==> config.mk <==
export PLATFORM = sky130hd
export DESIGN_NAME = fifo_wr_source_flat
export DESIGN_NICKNAME = d
export VERILOG_FILES = /design/src/rtl/fifo_wr_source_if.sv /design/src/rtl/fifo_wr_source.sv /design/src/flat_wrapper.sv
export SDC_FILE = /design/constraint.sdc
export NUM_CORES = 1
export LEC_CHECK = 0
export ABC_AREA = 1
export CAP_MARGIN = 20
export CORE_ASPECT_RATIO = 0.7
export CORE_MARGIN = 2
export CORE_UTILIZATION = 35
export DETAILED_ROUTE_END_ITERATION = 7
export SLEW_MARGIN = 20
export SYNTH_ARGS = -nofsm -noshare
export SYNTH_HDL_FRONTEND = slang
export SYNTH_SLANG_ARGS = --single-unit
export TNS_END_PERCENT = 20
==> constraint.sdc <==
create_clock -name wclk -period 1.6 [get_ports wclk]
set_input_delay 0.24 -clock wclk [delete_from_list [all_inputs] [get_ports wclk]]
set_output_delay 0.24 -clock wclk [all_outputs]
set_load 0.005 [all_outputs]
==> src/rtl/fifo_wr_source_if.sv <==
// fifo_wr_source_if: write-port bundle between a traffic source and the
// async FIFO write side (strobe, data, registered full and overflow flags).
interface fifo_wr_source_if #(
  parameter int DATA_WIDTH = 8
);
  logic                  winc;
  logic [DATA_WIDTH-1:0] wdata;
  logic                  wfull;
  logic                  wr_overflow;

  modport master (
    output winc,
    output wdata,
    input  wfull,
    input  wr_overflow
  );

  modport slave (
    input  winc,
    input  wdata,
    output wfull,
    output wr_overflow
  );
endinterface

==> src/rtl/fifo_wr_source.sv <==
// fifo_wr_source: write-domain traffic generator for the async FIFO.
// Issues num_words writes in bursts of BURST_LEN separated by GAP_CYCLES idle
// cycles, stalls on wfull, supports abort and captures FIFO overflow in err.
// Define FIFO_SRC_LFSR_EN to replace the incrementing data pattern with a
// Fibonacci LFSR (a zero seed is replaced by all-ones).
module fifo_wr_source #(
  parameter int DATA_WIDTH = 8,
  parameter int LEN_WIDTH  = 8,
  parameter int BURST_LEN  = 4,
  parameter int GAP_CYCLES = 2,
  parameter int SOFT_RESET = 2
) (
  input  logic                  wclk,
  input  logic                  hw_rst,
  input  logic                  sw_wrst,
  input  logic                  start,
  input  logic                  abort,
  input  logic [LEN_WIDTH-1:0]  num_words,
  input  logic [DATA_WIDTH-1:0] seed,
  fifo_wr_source_if.master      wr,
  output logic                  busy,
  output logic                  done,
  output logic                  err,
  output logic [LEN_WIDTH-1:0]  words_sent
);

  localparam logic [1:0] ST_IDLE  = 2'd0;
  localparam logic [1:0] ST_BURST = 2'd1;
  localparam logic [1:0] ST_GAP   = 2'd2;
  localparam logic [1:0] ST_DONE  = 2'd3;

  localparam int BCW = (BURST_LEN > 1) ? $clog2(BURST_LEN) : 1;
  localparam int GCW = (GAP_CYCLES > 1) ? $clog2(GAP_CYCLES) : 1;
  localparam logic [BCW-1:0] BURST_MAX = BCW'(BURST_LEN - 1);
  localparam logic [GCW-1:0] GAP_LOAD  = GCW'((GAP_CYCLES > 0) ? GAP_CYCLES - 1 : 0);

`ifdef FIFO_SRC_LFSR_EN
  // Maximal-length feedback taps (bit i set = stage i+1 tapped).
  function automatic logic [DATA_WIDTH-1:0] tap_mask();
    logic [DATA_WIDTH-1:0] m;
    case (DATA_WIDTH)
      2:       m = DATA_WIDTH'(32'h0000_0003);
      3:       m = DATA_WIDTH'(32'h0000_0006);
      4:       m = DATA_WIDTH'(32'h0000_000C);
      5:       m = DATA_WIDTH'(32'h0000_0014);
      6:       m = DATA_WIDTH'(32'h0000_0030);
      7:       m = DATA_WIDTH'(32'h0000_0060);
      9:       m = DATA_WIDTH'(32'h0000_0110);
      10:      m = DATA_WIDTH'(32'h0000_0240);
      11:      m = DATA_WIDTH'(32'h0000_0500);
      12:      m = DATA_WIDTH'(32'h0000_0829);
      13:      m = DATA_WIDTH'(32'h0000_100D);
      14:      m = DATA_WIDTH'(32'h0000_2015);
      15:      m = DATA_WIDTH'(32'h0000_6000);
      16:      m = DATA_WIDTH'(32'h0000_D008);
      24:      m = DATA_WIDTH'(32'h00E1_0000);
      32:      m = DATA_WIDTH'(32'h8020_0003);
      default: m = DATA_WIDTH'(32'h0000_00B8);
    endcase
    return m;
  endfunction

  function automatic logic [DATA_WIDTH-1:0] next_pattern(input logic [DATA_WIDTH-1:0] d);
    return {d[DATA_WIDTH-2:0], ^(d & tap_mask())};
  endfunction

  function automatic logic [DATA_WIDTH-1:0] load_seed(input logic [DATA_WIDTH-1:0] s);
    return (s == '0) ? '1 : s;
  endfunction
`else
  function automatic logic [DATA_WIDTH-1:0] next_pattern(input logic [DATA_WIDTH-1:0] d);
    return d + DATA_WIDTH'(1);
  endfunction

  function automatic logic [DATA_WIDTH-1:0] load_seed(input logic [DATA_WIDTH-1:0] s);
    return s;
  endfunction
`endif

  logic [1:0]            state_q, state_d;
  logic [DATA_WIDTH-1:0] data_q, data_d;
  logic [LEN_WIDTH-1:0]  len_q, len_d;
  logic [LEN_WIDTH-1:0]  words_q, words_d;
  logic [BCW-1:0]        burst_q, burst_d;
  logic [GCW-1:0]        gap_q, gap_d;
  logic                  err_q, err_d;
  logic                  soft_rst;
  logic                  accept;
  logic                  burst_last;
  logic                  stop_req;

  assign soft_rst   = sw_wrst && (SOFT_RESET == 2 || SOFT_RESET == 3);
  assign accept     = (state_q == ST_BURST) && !wr.wfull && !abort && !soft_rst;
  assign burst_last = (burst_q == BURST_MAX);
  assign stop_req   = abort || wr.wr_overflow;

  assign wr.winc   = accept;
  assign wr.wdata  = data_q;
  assign busy      = (state_q != ST_IDLE);
  assign done      = (state_q == ST_DONE);
  assign err       = err_q;
  assign words_sent = words_q;

  // Next-state and datapath: start capture, accept bookkeeping, burst/gap sequencing, abort/overflow exit.
  always_comb begin
    state_d = state_q;
    data_d  = data_q;
    len_d   = len_q;
    words_d = words_q;
    burst_d = burst_q;
    gap_d   = gap_q;
    err_d   = err_q;
    if (soft_rst) begin
      state_d = ST_IDLE;
      data_d  = '0;
      len_d   = '0;
      words_d = '0;
      burst_d = '0;
      gap_d   = '0;
      err_d   = 1'b0;
    end else begin
      if (wr.wr_overflow && state_q != ST_IDLE) begin
        err_d = 1'b1;
      end
      case (state_q)
        ST_IDLE: begin
          if (start) begin
            err_d   = 1'b0;
            words_d = '0;
            burst_d = '0;
            if (num_words == '0) begin
              state_d = ST_DONE;
            end else begin
              state_d = ST_BURST;
              len_d   = num_words;
              data_d  = load_seed(seed);
            end
          end
        end
        ST_BURST: begin
          if (accept) begin
            data_d  = next_pattern(data_q);
            words_d = words_q + LEN_WIDTH'(1);
            burst_d = burst_last ? '0 : burst_q + BCW'(1);
            if (words_q + LEN_WIDTH'(1) == len_q) begin
              state_d = ST_DONE;
            end else if (burst_last && GAP_CYCLES > 0) begin
              state_d = ST_GAP;
              gap_d   = GAP_LOAD;
            end
          end
          if (stop_req) begin
            state_d = ST_DONE;
          end
        end
        ST_GAP: begin
          if (gap_q == '0) begin
            state_d = ST_BURST;
          end else begin
            gap_d = gap_q - GCW'(1);
          end
          if (stop_req) begin
            state_d = ST_DONE;
          end
        end
        default: begin
          state_d = ST_IDLE;
        end
      endcase
    end
  end

  // State and datapath registers, cleared asynchronously by hw_rst.
  always_ff @(posedge wclk or negedge hw_rst) begin
    if (!hw_rst) begin
      state_q <= ST_IDLE;
      data_q  <= '0;
      len_q   <= '0;
      words_q <= '0;
      burst_q <= '0;
      gap_q   <= '0;
      err_q   <= 1'b0;
    end else begin
      state_q <= state_d;
      data_q  <= data_d;
      len_q   <= len_d;
      words_q <= words_d;
      burst_q <= burst_d;
      gap_q   <= gap_d;
      err_q   <= err_d;
    end
  end

endmodule

==> src/flat_wrapper.sv <==
// flat-port wrapper written by rule: the top's interface ports become plain ports
module fifo_wr_source_flat 
#(
  parameter int DATA_WIDTH = 8,
  parameter int LEN_WIDTH  = 8,
  parameter int BURST_LEN  = 4,
  parameter int GAP_CYCLES = 2,
  parameter int SOFT_RESET = 2
)
  (wclk, hw_rst, sw_wrst, start, abort, num_words, seed, busy, done, err, words_sent, wr_winc, wr_wdata, wr_wfull, wr_wr_overflow);
  fifo_wr_source_if #(.DATA_WIDTH(DATA_WIDTH)) wr_i ();
  input  logic wclk;
  input  logic hw_rst;
  input  logic sw_wrst;
  input  logic start;
  input  logic abort;
  input  logic [LEN_WIDTH-1:0] num_words;
  input  logic [DATA_WIDTH-1:0] seed;
  output logic busy;
  output logic done;
  output logic err;
  output logic [LEN_WIDTH-1:0] words_sent;
  output wire logic [$bits(wr_i.winc)-1:0] wr_winc;
  output wire logic [$bits(wr_i.wdata)-1:0] wr_wdata;
  input wire logic [$bits(wr_i.wfull)-1:0] wr_wfull;
  input wire logic [$bits(wr_i.wr_overflow)-1:0] wr_wr_overflow;
  assign wr_winc = wr_i.winc;
  assign wr_wdata = wr_i.wdata;
  assign wr_i.wfull = wr_wfull;
  assign wr_i.wr_overflow = wr_wr_overflow;
  fifo_wr_source #(.DATA_WIDTH(DATA_WIDTH), .LEN_WIDTH(LEN_WIDTH), .BURST_LEN(BURST_LEN), .GAP_CYCLES(GAP_CYCLES), .SOFT_RESET(SOFT_RESET)) u_core (.wclk(wclk), .hw_rst(hw_rst), .sw_wrst(sw_wrst), .start(start), .abort(abort), .num_words(num_words), .seed(seed), .wr(wr_i), .busy(busy), .done(done), .err(err), .words_sent(words_sent));
endmodule
==> flow_summary.toml, run 1 <==
[clock_tree]
clock_sinks = 30
clock_latency_ns = 0.28
cts_tree = "yes"
cts_root_buffer = "clkbuf_8"
cts_inserted_buffers = 5
clockBufferDepth = 2
cts_hold_buf = 0
htree_levels = 2
clk_pin_slew_ns = 0.07

[floorplanning]
ios = 43
start_util_pct = 35.76
die_w_um = 90.68
die-area_mm2 = 0.005864
die_h_um = 64.67
core_area_mm2 = 0.005147
rows = 22

[run_status]
violations = "negative setup slack"
status = "finished with violations"

[sta]
setup_tns_ns = -0.3438
period_share_pct = 108.8
clock_skew_ns = 0.003969
worst_pin_slew_ns = 0.4103
fmax_mhz = 574.3
finalHoldViolations = 0
maxSlewHeadroom_pct = 72.65
grt_setup_unrepaired = "yes"
fin_crit_ns = 1.741
setup_viol = 4
slew_viol_final = 0
worst_slack_ns = -0.1412

[place]
portBuffers = 42
hpwl_um = 3930
gp_congestion = 0.9064

[synthesis]
synth_warnings = 0
syn_inst = 255
ys_ff_latch = 30
synth.top_cells.by_area = "dfrtp_1, nand2_1, nand3_1"
synth.largest_area_cell = "dfrtp_1"
synth.distinct_cells = 29
netlist_area_mm2 = 0.001841
avgSynthCellArea_um2 = 7.218
syn_nets = 281
seq_area_frac_synth_pct = 40.79
yosysTopAreaCellShare_pct = 40.79

[power]
p_total_uw = 2686
p_leak_uw = 0.001432
ir_drop_mv = 0.4668
powerDensity_mw_per_mm2 = 864.7

[worst_setup_path]
critPathRequiredTime_ns = 1.77
path_cells = "ha_4 -> nand2_4 -> nor2_4 -> nand2_2 -> nand3_2 -> buf_4 -> nand3_1 -> nor2_1 -> nand2_1 -> a21oi_2 -> nor2_1"
reg2reg_depth = 11
path_buf_inv = 1
end_kind = "flip-flop"
regToRegStartpoint = "u_core.words_sent[1]$_DFFE_PN0P_"
reg2reg_setup_slack_ns = -0.14
crit_family = "simple AND/OR/NAND/NOR gates"
cp.depth = 11
crit_start = "u_core.words_sent[1]$_DFFE_PN0P_"
cp.arrival_ns = 1.91
critPathSlowestCell = "dfrtp_1"
path_class = "flip-flop to flip-flop"
cpMostUsedCell = "nor2_1"
r2r-end = "u_core.gap_q$_DFFE_PN0P_"
critPathMaxStageDelay_ns = 0.43
cp_max_fo = 4
cp-start-kind = "flip-flop"

[cells_and_area]
area_growth_pct = 68.80
num-nets-final = 383
antenna_cells = 0
finish.utilization_pct = 60.35
layout_commonest_cell = "buf_4"
layout_common_cells = "buf_4, nand2_1, clkdlybuf4s50_1"
drive_gt1_share_pct = 35.75

[grt]
grt_overflow_total = 0
grt_pass1_vias = 1837
grt_pass1_wl_um = 8942
antenna_found_initial = 0
grt_max_degree = 31
track_usage_pct = 19.46

[route]
wl_um = 5536
ant_nets = 0
via_per_inst = 4.660
drc_errors = 0
routed-via-count = 2004
first_iter_violations = 88
avgRoutedWirePerCell_um = 12.87
firstDrtPassIters = 4

[worst_hold_path]
worstHoldPathType = "input pin to asynchronous set/reset pin"

[job]
drv_cap = 0
==> registers in the layout, indices dropped and copies added (netlist names) <==
| register | count |
|---|---|
| u_core.wr.wdata | 8 |
| u_core.words_sent | 8 |
| u_core.len_q | 8 |
| u_core.burst_q | 2 |
| u_core.gap_q | 1 |
| u_core.err | 1 |
| u_core.state_q | 2 |
==> per-layer routing <==
metal  vias up  wire [um]  GRT usage, %
met5         -          0             0
met4         0         46         5.385
met3         4        283         4.070
met2        45       2277         26.87
met1       912       2928         30.17
li1       1043          -             -
==> metrics by stage <==
step | std cells | setup WS (ns) | instance area (um^2) | hold WS, ns
floorplan | 255 | -0.002397 | 1853 | -0.05559
global placement | 413 | -0.4675 | 2705 | 0.5067
detailed placement | 413 | -0.4711 | 2705 | 0.5133
CTS | 430 | -0.1073 | 3009 | 0.3678
global route | 430 | -0.2570 | 3107 | 0.4035
finish | 430 | -0.1412 | 3107 | 0.3584
==> report_power, final <==
part | switching (uW) | internal [uW]
Sequential | 98.7 | 875
Clock | 285 | 347
Combinational | 538 | 542
==> Yosys cell counts <==
| cell | instances |
|---|---|
| a211oi_4 | 1 |
| a21oi_1 | 3 |
| a22o_1 | 1 |
| buf_1 | 1 |
| buf_4 | 1 |
| clkbuf_1 | 2 |
| dfrtp_1 | 30 |
| ha_1 | 3 |
| inv_1 | 35 |
| inv_2 | 2 |
| mux2i_1 | 2 |
| nand2_1 | 65 |
| nand2_2 | 2 |
| nand3_1 | 37 |
| nand4_1 | 3 |
| nor2_1 | 19 |
| nor2_2 | 1 |
| nor2_4 | 1 |
| nor3_1 | 3 |
| nor3b_1 | 2 |
| nor4_1 | 2 |
| o211ai_1 | 4 |
| o21ai_0 | 22 |
| o21ai_1 | 1 |
| o21ai_2 | 2 |
| o21bai_1 | 1 |
| o22ai_1 | 4 |
| xnor2_1 | 1 |
| xor2_1 | 4 |
==> worst reg2reg max path, stage by stage (launching register included) <==
cell	delay (ns)
dfrtp_1	0.43
ha_4	0.19
nand2_4	0.07
nor2_4	0.17
nand2_2	0.10
nand3_2	0.09
buf_4	0.10
nand3_1	0.08
nor2_1	0.13
nand2_1	0.09
a21oi_2	0.15
nor2_1	0.05
==> layout make-up <==
type | instances | area [um^2]
multi-input cells | 184 | 1180
clock buffers | 7 | 86.33
well taps | 72 | 90.09
fillers | 477 | 2041
flip-flops and latches | 30 | 753.2
clock inverters | 1 | 5.005
inverters | 37 | 138.9
repair buffers | 99 | 853.3
==> worst max path at each step <==
stage | end | slack (ns)
final | u_core.gap_q$_DFFE_PN0P_ | -0.14
after global routing | u_core.gap_q$_DFFE_PN0P_ | -0.26
after CTS | u_core.state_q[0]$_DFFE_PN0P_ | -0.11
after detailed placement | u_core.wr.wdata[5]$_DFFE_PN0P_ | -0.47
after global placement | u_core.wr.wdata[6]$_DFFE_PN0P_ | -0.47
after floorplan | u_core.gap_q$_DFFE_PN0P_ | -0.002
==> timing repair <==
item / 4_1_cts / 5_1_grt
gates resized for setup: 47 / 24
cloned: 0 / 0
setup buffers: 9 / 0
pin swaps: 29 / 13
setup endpoints to repair: 33 / 25
==> logic make-up after synthesis <==
family          synth area share, %
simple gates                  32.15
xor+xnor                      2.379
mux                           1.088
buf+inv                       8.566
compound gates                12.98
fa+ha+maj                     2.040
flops                         40.79
Power figures use the tool's default switching activity.
==> inputs of run 2 (changes only) <==
- ABC_AREA: 1 -> 0
- PLACE_DENSITY: unset -> 0.67
- RECOVER_POWER: unset -> 100
==> run 2 against run 1 <==
  * The run still ends with negative setup slack left
  * Critical path depth is 5 lower
  * Maximum frequency is 0.59% lower
  * Sequential power is 5% higher
  * First-iteration DRC count is 43% higher
  * Critical path type unchanged
  * Combinational power is 21% higher
==> flow_summary.toml, run 2 <==
[run_status]
status = "finished with violations"
violations = "negative setup slack"

[worst_setup_path]
crit_start = "u_core.words_sent[0]$_DFFE_PN0P_"
cp_max_fo = 5
regToRegStartpoint = "u_core.words_sent[0]$_DFFE_PN0P_"
r2r-end = "u_core.gap_q$_DFFE_PN0P_"
reg2reg_depth = 6
end_kind = "flip-flop"
cp-start-kind = "flip-flop"
crit_end = "u_core.gap_q$_DFFE_PN0P_"
cp.arrival_ns = 1.93
path_class = "flip-flop to flip-flop"
critPathRequiredTime_ns = 1.78
reg2reg_setup_slack_ns = -0.15

[cells_and_area]
area_growth_pct = 62.84
layout_commonest_cell = "buf_4"
stdcell_area_mm2 = 0.003032
layout_common_cells = "buf_4, dfrtp_1, nor2_1, o21ai_0, clkdlybuf4s50_1"
drive_gt1_share_pct = 33.89
nFillCells = 464
antenna_cells = 0
num-nets-final = 326

[synthesis]
avgSynthCellArea_um2 = 8.866
seq_area_frac_synth_pct = 40.32
syn_nets = 236
synth_warnings = 0
synth_xor_area_share_pct = 3.293
synth_top_cells_by_count = "dfrtp_1, o21ai_0, nor2_1, nand2_1, mux2i_1"
synth_mux_area_share_pct = 5.981
synth_compound_area_share_pct = 22.04
syn_inst = 210
yosysMostFrequentCell = "dfrtp_1"
async_reset_ff_share_pct = 100.0
ys_ff_latch = 30
synth-simple-area-share_pct = 22.18
yosys_most_used_dff = "dfrtp_1"
synth.top_cells.by_area = "dfrtp_1, o21ai_0, mux2i_1"
yosysTopAreaCellShare_pct = 40.32
synth_top_family_by_area = "simple AND/OR/NAND/NOR gates"
netlist_area_mm2 = 0.001862
synth-adder-area-share_pct = 2.016
synth_edf_count = 0
synth.largest_area_cell = "dfrtp_1"
synth.distinct_cells = 51

[sta]
fmax_mhz = 570.9
clock_skew_ns = 0.004817
fin_crit_ns = 1.751
finalHoldViolations = 0
worst_pin_slew_ns = 0.7995
maxSlewHeadroom_pct = 46.70
setup_viol = 20
slew_viol_final = 0
grt_setup_unrepaired = "yes"
period_share_pct = 109.5
setup_tns_ns = -1.323
worst_slack_ns = -0.1515

[grt]
antenna_found_initial = 0
grt_pass1_wl_um = 9349
grt_max_degree = 31
grt_overflow_total = 0
track_usage_pct = 19.93
grt_pass1_vias = 1877

[power]
p_comb_share_pct = 42.3
p_clk_share_pct = 24.6
powerDensity_mw_per_mm2 = 1022
p_total_uw = 3098
ir_drop_mv = 0.4471
p_leak_uw = 0.001459
power_switching_uw = 1083
switching_share_pct = 34.95
internal_power_uw = 2015
seqPwrFrac_pct = 33.1

[floorplanning]
rows = 22
ios = 43
die_h_um = 65.02
core_area_mm2 = 0.005175
die-area_mm2 = 0.005928
start_util_pct = 35.98
die_w_um = 91.17

[route]
routed-via-count = 1982
via_per_inst = 5.314
first_iter_violations = 126
avgRoutedWirePerCell_um = 15.50
drc_errors = 0
wl_um = 5780
firstDrtPassIters = 4
ant_nets = 0

[clock_tree]
cts_inserted_buffers = 5
cts_root_buffer = "clkbuf_8"
clock_latency_ns = 0.29
htree_levels = 2
cts_tree = "yes"
clockBufferDepth = 2
clock_sinks = 30
clk_pin_slew_ns = 0.07

[worst_hold_path]
worstHoldPathType = "input pin to flip-flop"
whs_path_depth = 3

[place]
dp_slack_ns = -0.4720
hpwl_um = 4000
gp_congestion = 0.9462
portBuffers = 42
placed_area_mm2 = 0.002716

[job]
drv_cap = 0
## run 2: cell types whose count changed after synthesis, sizes merged, moves of 5 or more
| cell | previous run | this run |
|---|---|---|
| nand2 | 67 | 14 |
| inv | 37 | 6 |
| nand3 | 37 | 6 |
| mux2i | 2 | 10 |
| a31oi | 0 | 7 |
| a21oi | 3 | 9 |
| o31ai | 0 | 5 |
## run 2: repair_timing
action,CTS,global route
gates resized for setup,34,35
hold buffers,0,0
gates cloned,0,2
pin swaps,8,7
setup buffers,5,1
setup endpoints to repair,21,31
## run 2: layout make-up
type | instances | area [um^2] | share of cell area (%)
clock buffer | 5 | 68.82 | 2.270
clock inverter | 3 | 40.04 | 1.321
inverter | 6 | 22.52 | 0.7429
multi-input combinational | 163 | 1204 | 39.70
sequential | 30 | 759.5 | 25.05
tap | 72 | 90.09 | 2.972
timing repair buffer | 94 | 847.1 | 27.94
## run 2: cells by family (layout without fill, tap and decap cells)
| kind of cell | after synthesis | after routing |
|---|---|---|
| buffers and inverters | 17 | 108 |
| AO/OA/AOI/OAI | 64 | 64 |
| multiplexers | 11 | 11 |
| adder cells (fa/ha/maj) | 3 | 3 |
| AND/OR/NAND/NOR | 78 | 78 |
| flip-flops | 30 | 30 |
| XOR/XNOR | 7 | 7 |
## run 2: worst min-delay path by stage
stage	startpoint	slack, ns	endpoint
floorplan	hw_rst	-0.06	u_core.burst_q[0]$_DFFE_PN0P_
global placement	u_core.burst_q[1]$_DFFE_PN0P_	0.49	u_core.burst_q[1]$_DFFE_PN0P_
detailed placement	u_core.burst_q[0]$_DFFE_PN0P_	0.50	u_core.burst_q[0]$_DFFE_PN0P_
CTS	hw_rst	0.35	u_core.len_q[0]$_DFFE_PN0P_
global route	num_words[6]	0.28	u_core.len_q[6]$_DFFE_PN0P_
finish	num_words[2]	0.27	u_core.len_q[2]$_DFFE_PN0P_
## run 2: metal layers
metal  GRT usage [%]  vias to the layer above  part of all wire [%]
met5               0                        -                     0
met4           5.682                        0                   1.1
met3           4.070                        9                   4.6
met2           29.35                       46                    45
met1           29.48                      970                    50
li1                -                      957                     -
## run 2: per-stage QoR
stage,hold WS [ns],utilization [%],std cells
final,0.2664,58.58,373
after global routing,0.2824,58.58,373
after CTS,0.3529,56.19,370
after detailed placement,0.5050,52.49,358
after global placement,0.4898,52.49,358
after floorplan,-0.05559,-,210
## run 2: power groups by stage
| stage | sequential (uW) | combinational, uW | clock, uW |
|---|---|---|---|
| 2_1_floorplan | 1010 | 665 | 0 |
| 3_3_place_gp | 1020 | 1150 | 0 |
| 3_5_place_dp | 1030 | 1170 | 0 |
| 4_1_cts | 1020 | 1220 | 777 |
| 5_1_grt | 1040 | 1430 | 817 |
| 6_report | 1020 | 1310 | 762 |
## run 2: critical path: stages (launching register included)
cell and delay, ns:
dfrtp_2 0.46, ha_4 0.20, nor2b_4 0.13, o21a_1 0.19
o31ai_2 0.24, o311ai_2 0.21, a31o_1 0.21
==> inputs of run 3 (changes only) <==
- HOLD_SLACK_MARGIN: unset -> 0.15
==> results of run 3 <==
Same layout as run 2: the final DEF is identical, and so are final timing and power.
